### src/rtl/spike_count_binner_if.sv
// Spike binner port bundle: the stimulus side (master) drives spike levels, enable and tick;
// the binner side (slave) returns the latched window results and debug state.
interface spike_count_binner_if #(
  parameter int NUM_CH = 8
);
  logic              en;
  logic [NUM_CH-1:0] spike_in;
  logic              tick;
  logic [31:0]       i_spike_cnt;
  logic              cnt_valid;
  logic [31:0]       total_spikes;
  logic [15:0]       window_len;
  logic              sat_flag;
  logic              running;

  modport master (
    output en, spike_in, tick,
    input  i_spike_cnt, cnt_valid, total_spikes, window_len, sat_flag, running
  );

  modport slave (
    input  en, spike_in, tick,
    output i_spike_cnt, cnt_valid, total_spikes, window_len, sat_flag, running
  );
endinterface

### src/rtl/spike_count_binner.sv
// Counts rising edges on a neuron spike array, bins them into tick-delimited windows,
// and keeps a saturating running total plus a sticky saturation flag.
//
// state | meaning
// IDLE  | after reset, no tick seen yet; counting active, window_len not yet meaningful
// RUN   | at least one tick seen; held until reset
module spike_count_binner #(
  parameter int          NUM_CH  = 8,
  parameter logic [31:0] CNT_MAX = 32'h7FFFFFFF
) (
  input  logic                 clk,
  input  logic                 reset,
  spike_count_binner_if.slave  bus
);

  typedef enum logic {IDLE = 1'b0, RUN = 1'b1} state_t;

  state_t            state, state_next;
  logic [NUM_CH-1:0] prev;
  logic [NUM_CH-1:0] rise;
  logic [5:0]        pc;
  logic [31:0]       acc;
  logic [32:0]       acc_sum;
  logic [31:0]       acc_next;
  logic              acc_over;
  logic [32:0]       tot_sum;
  logic [31:0]       tot_next;
  logic              tot_over;
  logic [15:0]       cyc;
  logic [15:0]       cyc_inc;
  logic [31:0]       i_spike_cnt_q;
  logic              cnt_valid_q;
  logic [31:0]       total_q;
  logic [15:0]       window_len_q;
  logic              sat_q;

  // prev follows spike_in even while disabled, so toggling en mid-level cannot fake an edge
  assign rise = bus.spike_in & ~prev;

  always_comb begin
    pc = '0;
    for (int i = 0; i < NUM_CH; i++) begin
      if (rise[i]) pc = pc + 6'd1;
    end
    if (!bus.en) pc = '0;
  end

  always_comb begin
    acc_sum  = {1'b0, acc} + 33'(pc);
    acc_over = acc_sum > {1'b0, CNT_MAX};
    acc_next = acc_over ? CNT_MAX : acc_sum[31:0];
    tot_sum  = {1'b0, total_q} + 33'(pc);
    tot_over = tot_sum > {1'b0, CNT_MAX};
    tot_next = tot_over ? CNT_MAX : tot_sum[31:0];
    cyc_inc  = (cyc == 16'hFFFF) ? cyc : cyc + 16'd1;
  end

  always_ff @(posedge clk or posedge reset) begin
    if (reset) state <= IDLE;
    else       state <= state_next;
  end

  always_comb begin
    state_next = state;
    case (state)
      IDLE:    if (bus.tick) state_next = RUN;
      RUN:     state_next = RUN;
      default: state_next = IDLE;
    endcase
  end

  always_comb begin
    bus.running = (state == RUN);
  end

  always_ff @(posedge clk or posedge reset) begin
    if (reset) begin
      prev          <= '0;
      acc           <= '0;
      cyc           <= '0;
      i_spike_cnt_q <= '0;
      cnt_valid_q   <= 1'b0;
      total_q       <= '0;
      window_len_q  <= '0;
      sat_q         <= 1'b0;
    end else begin
      prev    <= bus.spike_in;
      total_q <= tot_next;
      if (acc_over || tot_over) sat_q <= 1'b1;
      // rises landing in the tick cycle belong to the window being closed
      if (bus.tick) begin
        i_spike_cnt_q <= acc_next;
        window_len_q  <= cyc_inc;
        cnt_valid_q   <= 1'b1;
        acc           <= '0;
        cyc           <= '0;
      end else begin
        acc         <= acc_next;
        cyc         <= cyc_inc;
        cnt_valid_q <= 1'b0;
      end
    end
  end

  assign bus.i_spike_cnt  = i_spike_cnt_q;
  assign bus.cnt_valid    = cnt_valid_q;
  assign bus.total_spikes = total_q;
  assign bus.window_len   = window_len_q;
  assign bus.sat_flag     = sat_q;

endmodule

### src/flat_wrapper.sv
// flat-port wrapper written by rule: the top's interface ports become plain ports
module spike_count_binner_flat 
#(
  parameter int          NUM_CH  = 8,
  parameter logic [31:0] CNT_MAX = 32'h7FFFFFFF
)
  (clk, reset, bus_en, bus_spike_in, bus_tick, bus_i_spike_cnt, bus_cnt_valid, bus_total_spikes, bus_window_len, bus_sat_flag, bus_running);
  spike_count_binner_if #(.NUM_CH(NUM_CH)) bus_i ();
  input  logic clk;
  input  logic reset;
  input wire logic [$bits(bus_i.en)-1:0] bus_en;
  input wire logic [$bits(bus_i.spike_in)-1:0] bus_spike_in;
  input wire logic [$bits(bus_i.tick)-1:0] bus_tick;
  output wire logic [$bits(bus_i.i_spike_cnt)-1:0] bus_i_spike_cnt;
  output wire logic [$bits(bus_i.cnt_valid)-1:0] bus_cnt_valid;
  output wire logic [$bits(bus_i.total_spikes)-1:0] bus_total_spikes;
  output wire logic [$bits(bus_i.window_len)-1:0] bus_window_len;
  output wire logic [$bits(bus_i.sat_flag)-1:0] bus_sat_flag;
  output wire logic [$bits(bus_i.running)-1:0] bus_running;
  assign bus_i.en = bus_en;
  assign bus_i.spike_in = bus_spike_in;
  assign bus_i.tick = bus_tick;
  assign bus_i_spike_cnt = bus_i.i_spike_cnt;
  assign bus_cnt_valid = bus_i.cnt_valid;
  assign bus_total_spikes = bus_i.total_spikes;
  assign bus_window_len = bus_i.window_len;
  assign bus_sat_flag = bus_i.sat_flag;
  assign bus_running = bus_i.running;
  spike_count_binner #(.NUM_CH(NUM_CH), .CNT_MAX(CNT_MAX)) u_core (.clk(clk), .reset(reset), .bus(bus_i));
endmodule
### config.mk
export PLATFORM = sky130hd
export DESIGN_NAME = spike_count_binner_flat
export DESIGN_NICKNAME = d
export VERILOG_FILES = /design/src/rtl/spike_count_binner_if.sv /design/src/rtl/spike_count_binner.sv /design/src/flat_wrapper.sv
export SDC_FILE = /design/constraint.sdc
export NUM_CORES = 1
export LEC_CHECK = 0
export BUFFER_PORTS_ARGS = -buffer_cell sky130_fd_sc_hd__buf_2
export CAP_MARGIN = 20
export CORE_ASPECT_RATIO = 2
export CORE_MARGIN = 5
export CORE_UTILIZATION = 50
export CTS_CLUSTER_DIAMETER = 150
export DETAILED_ROUTE_END_ITERATION = 8
export GPL_ROUTABILITY_DRIVEN = 1
export PLACE_DENSITY_LB_ADDON = 0.12
export SETUP_SLACK_MARGIN = 0.1
export SLEW_MARGIN = 0
export SYNTH_ARGS = -nofsm -noshare
export SYNTH_HDL_FRONTEND = slang
export SYNTH_SLANG_ARGS = --single-unit
### constraint.sdc
create_clock -name clk -period 7 [get_ports clk]
set_input_delay 0.7 -clock clk [delete_from_list [all_inputs] [get_ports clk]]
set_output_delay 0.7 -clock clk [all_outputs]
set_load 0.01 [all_outputs]
==> results of run 1 <==
layout by cell type, fill, tap and decap left out, types with 4 or more instances in the layout:
cell and count:
dfrtp_1 139, nor2_1 93, buf_2 93, nand2_1 62
a21oi_1 57, xnor2_1 47, xor2_1 28, a21oi_2 20
nand3_1 19, inv_1 18, ha_1 18, clkbuf_16 17
nand2b_1 14, nand4_1 13, nor2b_1 12, nor3_1 10
and3_1 10, buf_4 10, mux2i_1 9, o21ai_0 7
and2_1 6, o31ai_1 6, nor4b_1 6, or3_1 4
or2_2 4, nor3b_1 4, o21bai_1 4, inv_6 4
clkinvlp_4 4
cell type report:
type	instances	area share, %
sequential	139	43.26
multi-input combinational	495	39.69
timing repair buffer	103	6.722
clock buffer	19	5.508
tap	155	2.412
clock inverter	12	1.463
inverter	19	0.9491
layer usage:
layer	wire length [um]	vias up
li1	-	2498
met1	5860	2496
met2	8222	106
met3	601	25
met4	299	0
met5	0	-
how the worst min path moves through the flow:
| stage | startpoint | endpoint | slack [ns] | cells after the start |
|---|---|---|---|---|
| after floorplan | u_core.acc[31] | u_core.acc[30] | 0.49 | 2 |
| after global placement | u_core.bus.running | u_core.bus.running | 0.44 | 1 |
| after detailed placement | u_core.bus.running | u_core.bus.running | 0.45 | 1 |
| after CTS | bus_spike_in[7] | u_core.prev[7] | 0.38 | 1 |
| after global routing | bus_spike_in[7] | u_core.prev[7] | 0.39 | 1 |
| final | reset | u_core.bus.window_len[7] | 0.38 | 2 |
flip-flops by register name, summed over array words and instances, names as in the netlist:
register and cells:
u_core.prev 8, u_core.bus.cnt_valid 1, u_core.bus.total_spikes 32, u_core.acc 32, u_core.bus.i_spike_cnt 32, u_core.cyc 16
u_core.bus.window_len 16, u_core.bus.running 1, u_core.bus.sat_flag 1
synthesized netlist by cell type (4+ instances only):
master	number	area [um^2]
a21oi_1	57	285.3
o21bai_1	4	30.03
nor3b_1	4	30.03
o21ai_0	7	35.03
a21oi_2	20	175.2
dfrtp_1	139	3478
inv_1	19	71.32
and3_1	10	62.56
nand2_1	62	232.7
xor2_1	28	245.2
or2_2	4	25.02
xnor2_1	47	411.6
o31ai_1	6	45.04
nor3_1	10	50.05
clkbuf_1	18	67.56
buf_2	5	25.02
or3_1	4	25.02
nand2b_1	14	87.58
nor4b_1	6	52.55
mux2i_1	11	110.1
nor2b_1	12	75.07
and2_1	6	37.54
nand4_1	13	81.33
ha_1	18	225.2
nand3_1	19	95.09
nor2_1	93	349.1
worst max-delay path: stages:
cell      delay, ns
buf_2          0.10
nand2b_1       0.14
inv_1          0.07
ha_1           0.34
xnor2_1        0.32
inv_1          0.09
ha_1           0.31
or3_1          0.38
o221a_2        0.16
ha_1           0.31
mux2_2         0.28
ha_1           0.29
mux2i_1        0.28
inv_1          0.09
ha_1           0.28
nand2_1        0.04
a21oi_1        0.39
ha_1           0.33
a21o_1         0.16
a21oi_1        0.27
o21a_1         0.27
nor4_2         0.09
mux2i_2        0.23
and2_1         0.15
buf_4          0.37
a21oi_1        0.13
kinds of logic after synthesis:
logic type / after synthesis / synth area share [%]
multiplexers: 14 / 2.099
adder cells (fa/ha/maj): 20 / 3.869
AND/OR/NAND/NOR: 274 / 20.04
buffers and inverters: 45 / 2.883
flip-flops: 139 / 50.73
AO/OA/AOI/OAI: 107 / 9.854
XOR/XNOR: 78 / 10.47
other: 1 / 0.05469
power breakdown:
group          internal [W]  switching, W
clock              0.000500      0.000352
sequential         0.000901     0.0000854
combinational      0.000297      0.000395
total               0.00170      0.000832
through the flow:
step	instances	setup slack (ns)	hold WS [ns]
floorplan	679	1.059	0.4897
global placement	911	0.5963	0.4440
detailed placement	911	0.2620	0.4455
CTS	942	0.6423	0.3844
global route	942	0.2711	0.3893
finish	942	0.6889	0.3845
==> impl_metrics.ini, run 1 <==
[sta]
finalHoldViolCount = 0
timing.fmax_ghz = 0.1585
period_share_pct = 90.16
tightestPinTransition_ns = 0.8708
relSlewSlack_pct = 41.94
finalSetupViolations = 0
rsz0062_at_grt = no
maxSlewViolCount = 0
finalSetupTns_ns = 0
period_minus_slack_ns = 6.311
fin_worst_skew_ns = 0.008122

[clock_tree]
cts_tree = built
path_clk_slew_ns = 0.06
cts_buffers = 17
cts_root_buf = clkbuf_16
cts_setup_buffers = 0
cts_htree_levels = 4
ctsResizeCount = 0
cts_hold_buf = 0
worstSkewPairLatency_ns = 0.41
clock-sinks = 139
clock_path_buffers = 2

[cells_and_area]
multi_input_area_um2 = 3192
nFillCells = 1157
n_antenna_cell = 0
syn_to_final_growth_pct = 17.28
fin_nets = 807
design_area_um2 = 8041
final_core_util_pct = 59.84
layout-drive-gt1-share_pct = 21.60
register_area_um2 = 3478

[synth]
ys_types = 50
synthArstFlopShare_pct = 100.0
yosys_warnings = 0
syn_area_um2 = 6857
synth_edf_count = 0
ys_seq_area_share_pct = 50.73
syn_inst = 678
synth-main-ff-cell = dfrtp_1
avgSynthCellArea_um2 = 10.11
synth_seq_cells = 139

[global_route]
grtUsageMet2_pct = 35.24
grt.overflow.total = 0
met1_usage_pct = 22.32
grt_pass1_vias = 5355
grt.met3_usage_pct = 4.286
grt_pass1_wl_um = 25850
antenna_found_initial = 0
gr-max-usage-layer = met2
grtUsageTotal_pct = 19.65
grt_start_max_net_pins = 86

[worst_setup_path]
critPathKind = input port to flop
arrival_ns = 6.59
r2r_end = u_core.bus.i_spike_cnt[25]
cp-endpoint = u_core.bus.i_spike_cnt[25]
worstSetupStartpointType = input port
r2r-start = u_core.prev[0]
crit_path_end_kind = flop
rrSetupSlack_ns = 0.70
critPathMaxFanout = 25
reg2reg_depth = 26
cp_data_required_time_ns = 7.28
setup.worst_path.start = bus_spike_in[0]

[placement]
io_buffers = 94
dp_hpwl_um = 10800
routabilityCongestion = 0.8582
dpl_cell_area_um2 = 7481

[drt]
routed_wl_um = 14990
dr_total_vias = 5125
drt-initial-drc-count = 137
drtAntennaViolNets = 0
wl_per_cell_um = 15.91
routed_via_density = 5.441
drc = 0
firstDrtPassIters = 4

[floorplan]
die_x_um = 92.81
die-area_um2 = 16300
std_cell_rows = 60
die_h_um = 175.6
initial_core_util_pct = 51.02
ios = 95
core_um2 = 13440

[power]
p_leak_nw = 3.440
max-vdd-ir-drop_mv = 0.2282
pwr_density_cell_nw_per_um2 = 314.7
power_w = 0.002531

[outcome]
status = completed

[hold_path]
holdCritPathClass = input port to async pin

[flow_run]
maxCapViolCount = 0
Power figures use the tool's default switching activity.
==> run 2: changes to the inputs <==
--- a/config.mk
+++ b/config.mk
@@ -5,7 +5,7 @@
 export SDC_FILE = /design/constraint.sdc
 export NUM_CORES = 1
 export LEC_CHECK = 0
-export BUFFER_PORTS_ARGS = -buffer_cell sky130_fd_sc_hd__buf_2
+export BUFFER_PORTS_ARGS = -buffer_cell sky130_fd_sc_hd__buf_4
 export CAP_MARGIN = 20
 export CORE_ASPECT_RATIO = 2
 export CORE_MARGIN = 5
==> run 2 against run 1 <==
Cell count is 0.11% lower; largest power group unchanged; critical endpoint is now u_core.bus.i_spike_cnt[29]; power is 3.9% higher; count of clock-buffer cells in the layout stayed put.
==> impl_metrics.ini, run 2 (synthesis results as in run 1) <==
[worst_setup_path]
r2r-start = u_core.prev[0]
worstSetupStartpointType = flop
r2r_end = u_core.bus.i_spike_cnt[29]
cp_data_required_time_ns = 7.25
reg2reg_depth = 26
rrSetupSlack_ns = 0.69
critPathMaxFanout = 31
arrival_ns = 6.56
critPathKind = flop to flop
crit_path_end_kind = flop

[clock_tree]
clock-sinks = 139
worstSkewPairLatency_ns = 0.42
ctsResizeCount = 0
cts_setup_buffers = 0
clock_path_buffers = 2
path_clk_slew_ns = 0.06
cts_root_buf = clkbuf_16
cts_htree_levels = 4
cts_tree = built
cts_buffers = 17
cts_hold_buf = 0

[drt]
routed_via_density = 5.444
top_layer = met4
wl_met3_um = 646
drtAntennaViolNets = 0
drc = 0
met2WireLength_um = 8138
wl_met1_um = 6076
firstDrtPassIters = 5
drt-initial-drc-count = 177
routed_wl_um = 15110
wl_per_cell_um = 16.05
dr_total_vias = 5123

[sta]
tightestPinTransition_ns = 0.9602
maxSlewViolCount = 0
fin_worst_skew_ns = 0.01132
period_minus_slack_ns = 6.314
finalSetupTns_ns = 0
finalSetupViolations = 0
relSlewSlack_pct = 35.99
timing.fmax_ghz = 0.1584
postLayoutSetupSlackWorst_ns = 0.6857
rsz0062_at_grt = no
period_share_pct = 90.20
finalHoldViolCount = 0

[power]
p_leak_nw = 3.565
pwr_density_cell_nw_per_um2 = 316.7
max-vdd-ir-drop_mv = 0.2675

[floorplan]
initial_core_util_pct = 51.02
die_h_um = 175.6
ios = 95
core_um2 = 13440
die-area_um2 = 16300
std_cell_rows = 60
die_x_um = 92.81

[global_route]
grt_pass1_vias = 5262
grt_pass1_wl_um = 25630
antenna_found_initial = 0
grt_start_max_net_pins = 91
grtUsageTotal_pct = 19.60
grt.overflow.total = 0

[cells_and_area]
syn_to_final_growth_pct = 21.08
final_core_util_pct = 61.78
mostFrequentLayoutCells = 139 x dfrtp_1, 100 x buf_4, 93 x nor2_1
fin_nets = 805
final_common_cell = dfrtp_1
layout-drive-gt1-share_pct = 21.37
n_antenna_cell = 0

[placement]
preCtsSetupSlack_ns = 0.3570
routabilityCongestion = 0.8488
io_buffers = 94
dp_hpwl_um = 10570

[hold_path]
holdCritPathClass = input port to async pin

[flow_run]
maxCapViolCount = 0

[outcome]
status = completed
[run 2: worst max path at each step]
stage                    startpoint                          end  slack, ns
floorplan           bus_spike_in[0]  u_core.bus.total_spikes[11]       1.06
global placement    bus_spike_in[0]   u_core.bus.i_spike_cnt[27]       0.58
detailed placement  bus_spike_in[0]   u_core.bus.i_spike_cnt[29]       0.36
CTS                  u_core.prev[0]   u_core.bus.i_spike_cnt[29]       0.68
global route         u_core.prev[0]   u_core.bus.i_spike_cnt[26]       0.21
finish               u_core.prev[0]   u_core.bus.i_spike_cnt[29]       0.69
[run 2: power by group]
| group | total, W | internal (W) | switching [W] |
|---|---|---|---|
| registers | 0.000993 | 0.000901 | 0.0000912 |
| logic | 0.000733 | 0.000336 | 0.000397 |
| clock network | 0.000903 | 0.000536 | 0.000368 |
[run 2: layout make-up]
class,instances,area [um^2]
inverters,19,76.32
flip-flops and latches,139,3478
well taps,155,193.9
multi-input cells,495,3192
clock inverters,13,157.7
fillers,1140,5136
repair buffers,101,770.7
clock buffers,19,432.9
[run 2: stage by stage]
| stage | area (um^2) | hold WS (ns) | total power, W | instances |
|---|---|---|---|---|
| 5_1_grt | 8302 | 0.3839 | 0.002791 | 941 |
| 3_3_place_gp | 7711 | 0.4541 | 0.001722 | 909 |
| 6_report | 8302 | 0.3559 | 0.002629 | 941 |
| 4_1_cts | 8302 | 0.3774 | 0.002660 | 941 |
| 2_1_floorplan | 6860 | 0.4897 | 0.001483 | 679 |
| 3_5_place_dp | 7711 | 0.4549 | 0.001744 | 909 |
[run 2: per-layer routing]
metal  track usage, %  up-vias
li1                 -     2497
met1            22.00     2499
met2            35.27      106
met3            5.315       21
met4            6.667        0
met5                0        -
[run 2: critical path: stages, from the launching register on]
cell,delay [ns]
dfrtp_1,0.35
nand2b_1,0.19
ha_1,0.22
or3b_2,0.43
o31ai_1,0.13
xnor2_1,0.17
nor2_1,0.05
nor2_1,0.10
ha_1,0.24
o221a_2,0.33
ha_1,0.31
mux2_2,0.28
ha_1,0.29
mux2i_1,0.27
inv_1,0.08
ha_1,0.28
nand2_1,0.04
a21oi_1,0.37
ha_1,0.32
a21o_1,0.15
a21oi_1,0.28
o21a_1,0.28
nor4_2,0.09
mux2i_2,0.19
buf_4,0.35
o311a_1,0.25
a21oi_1,0.07
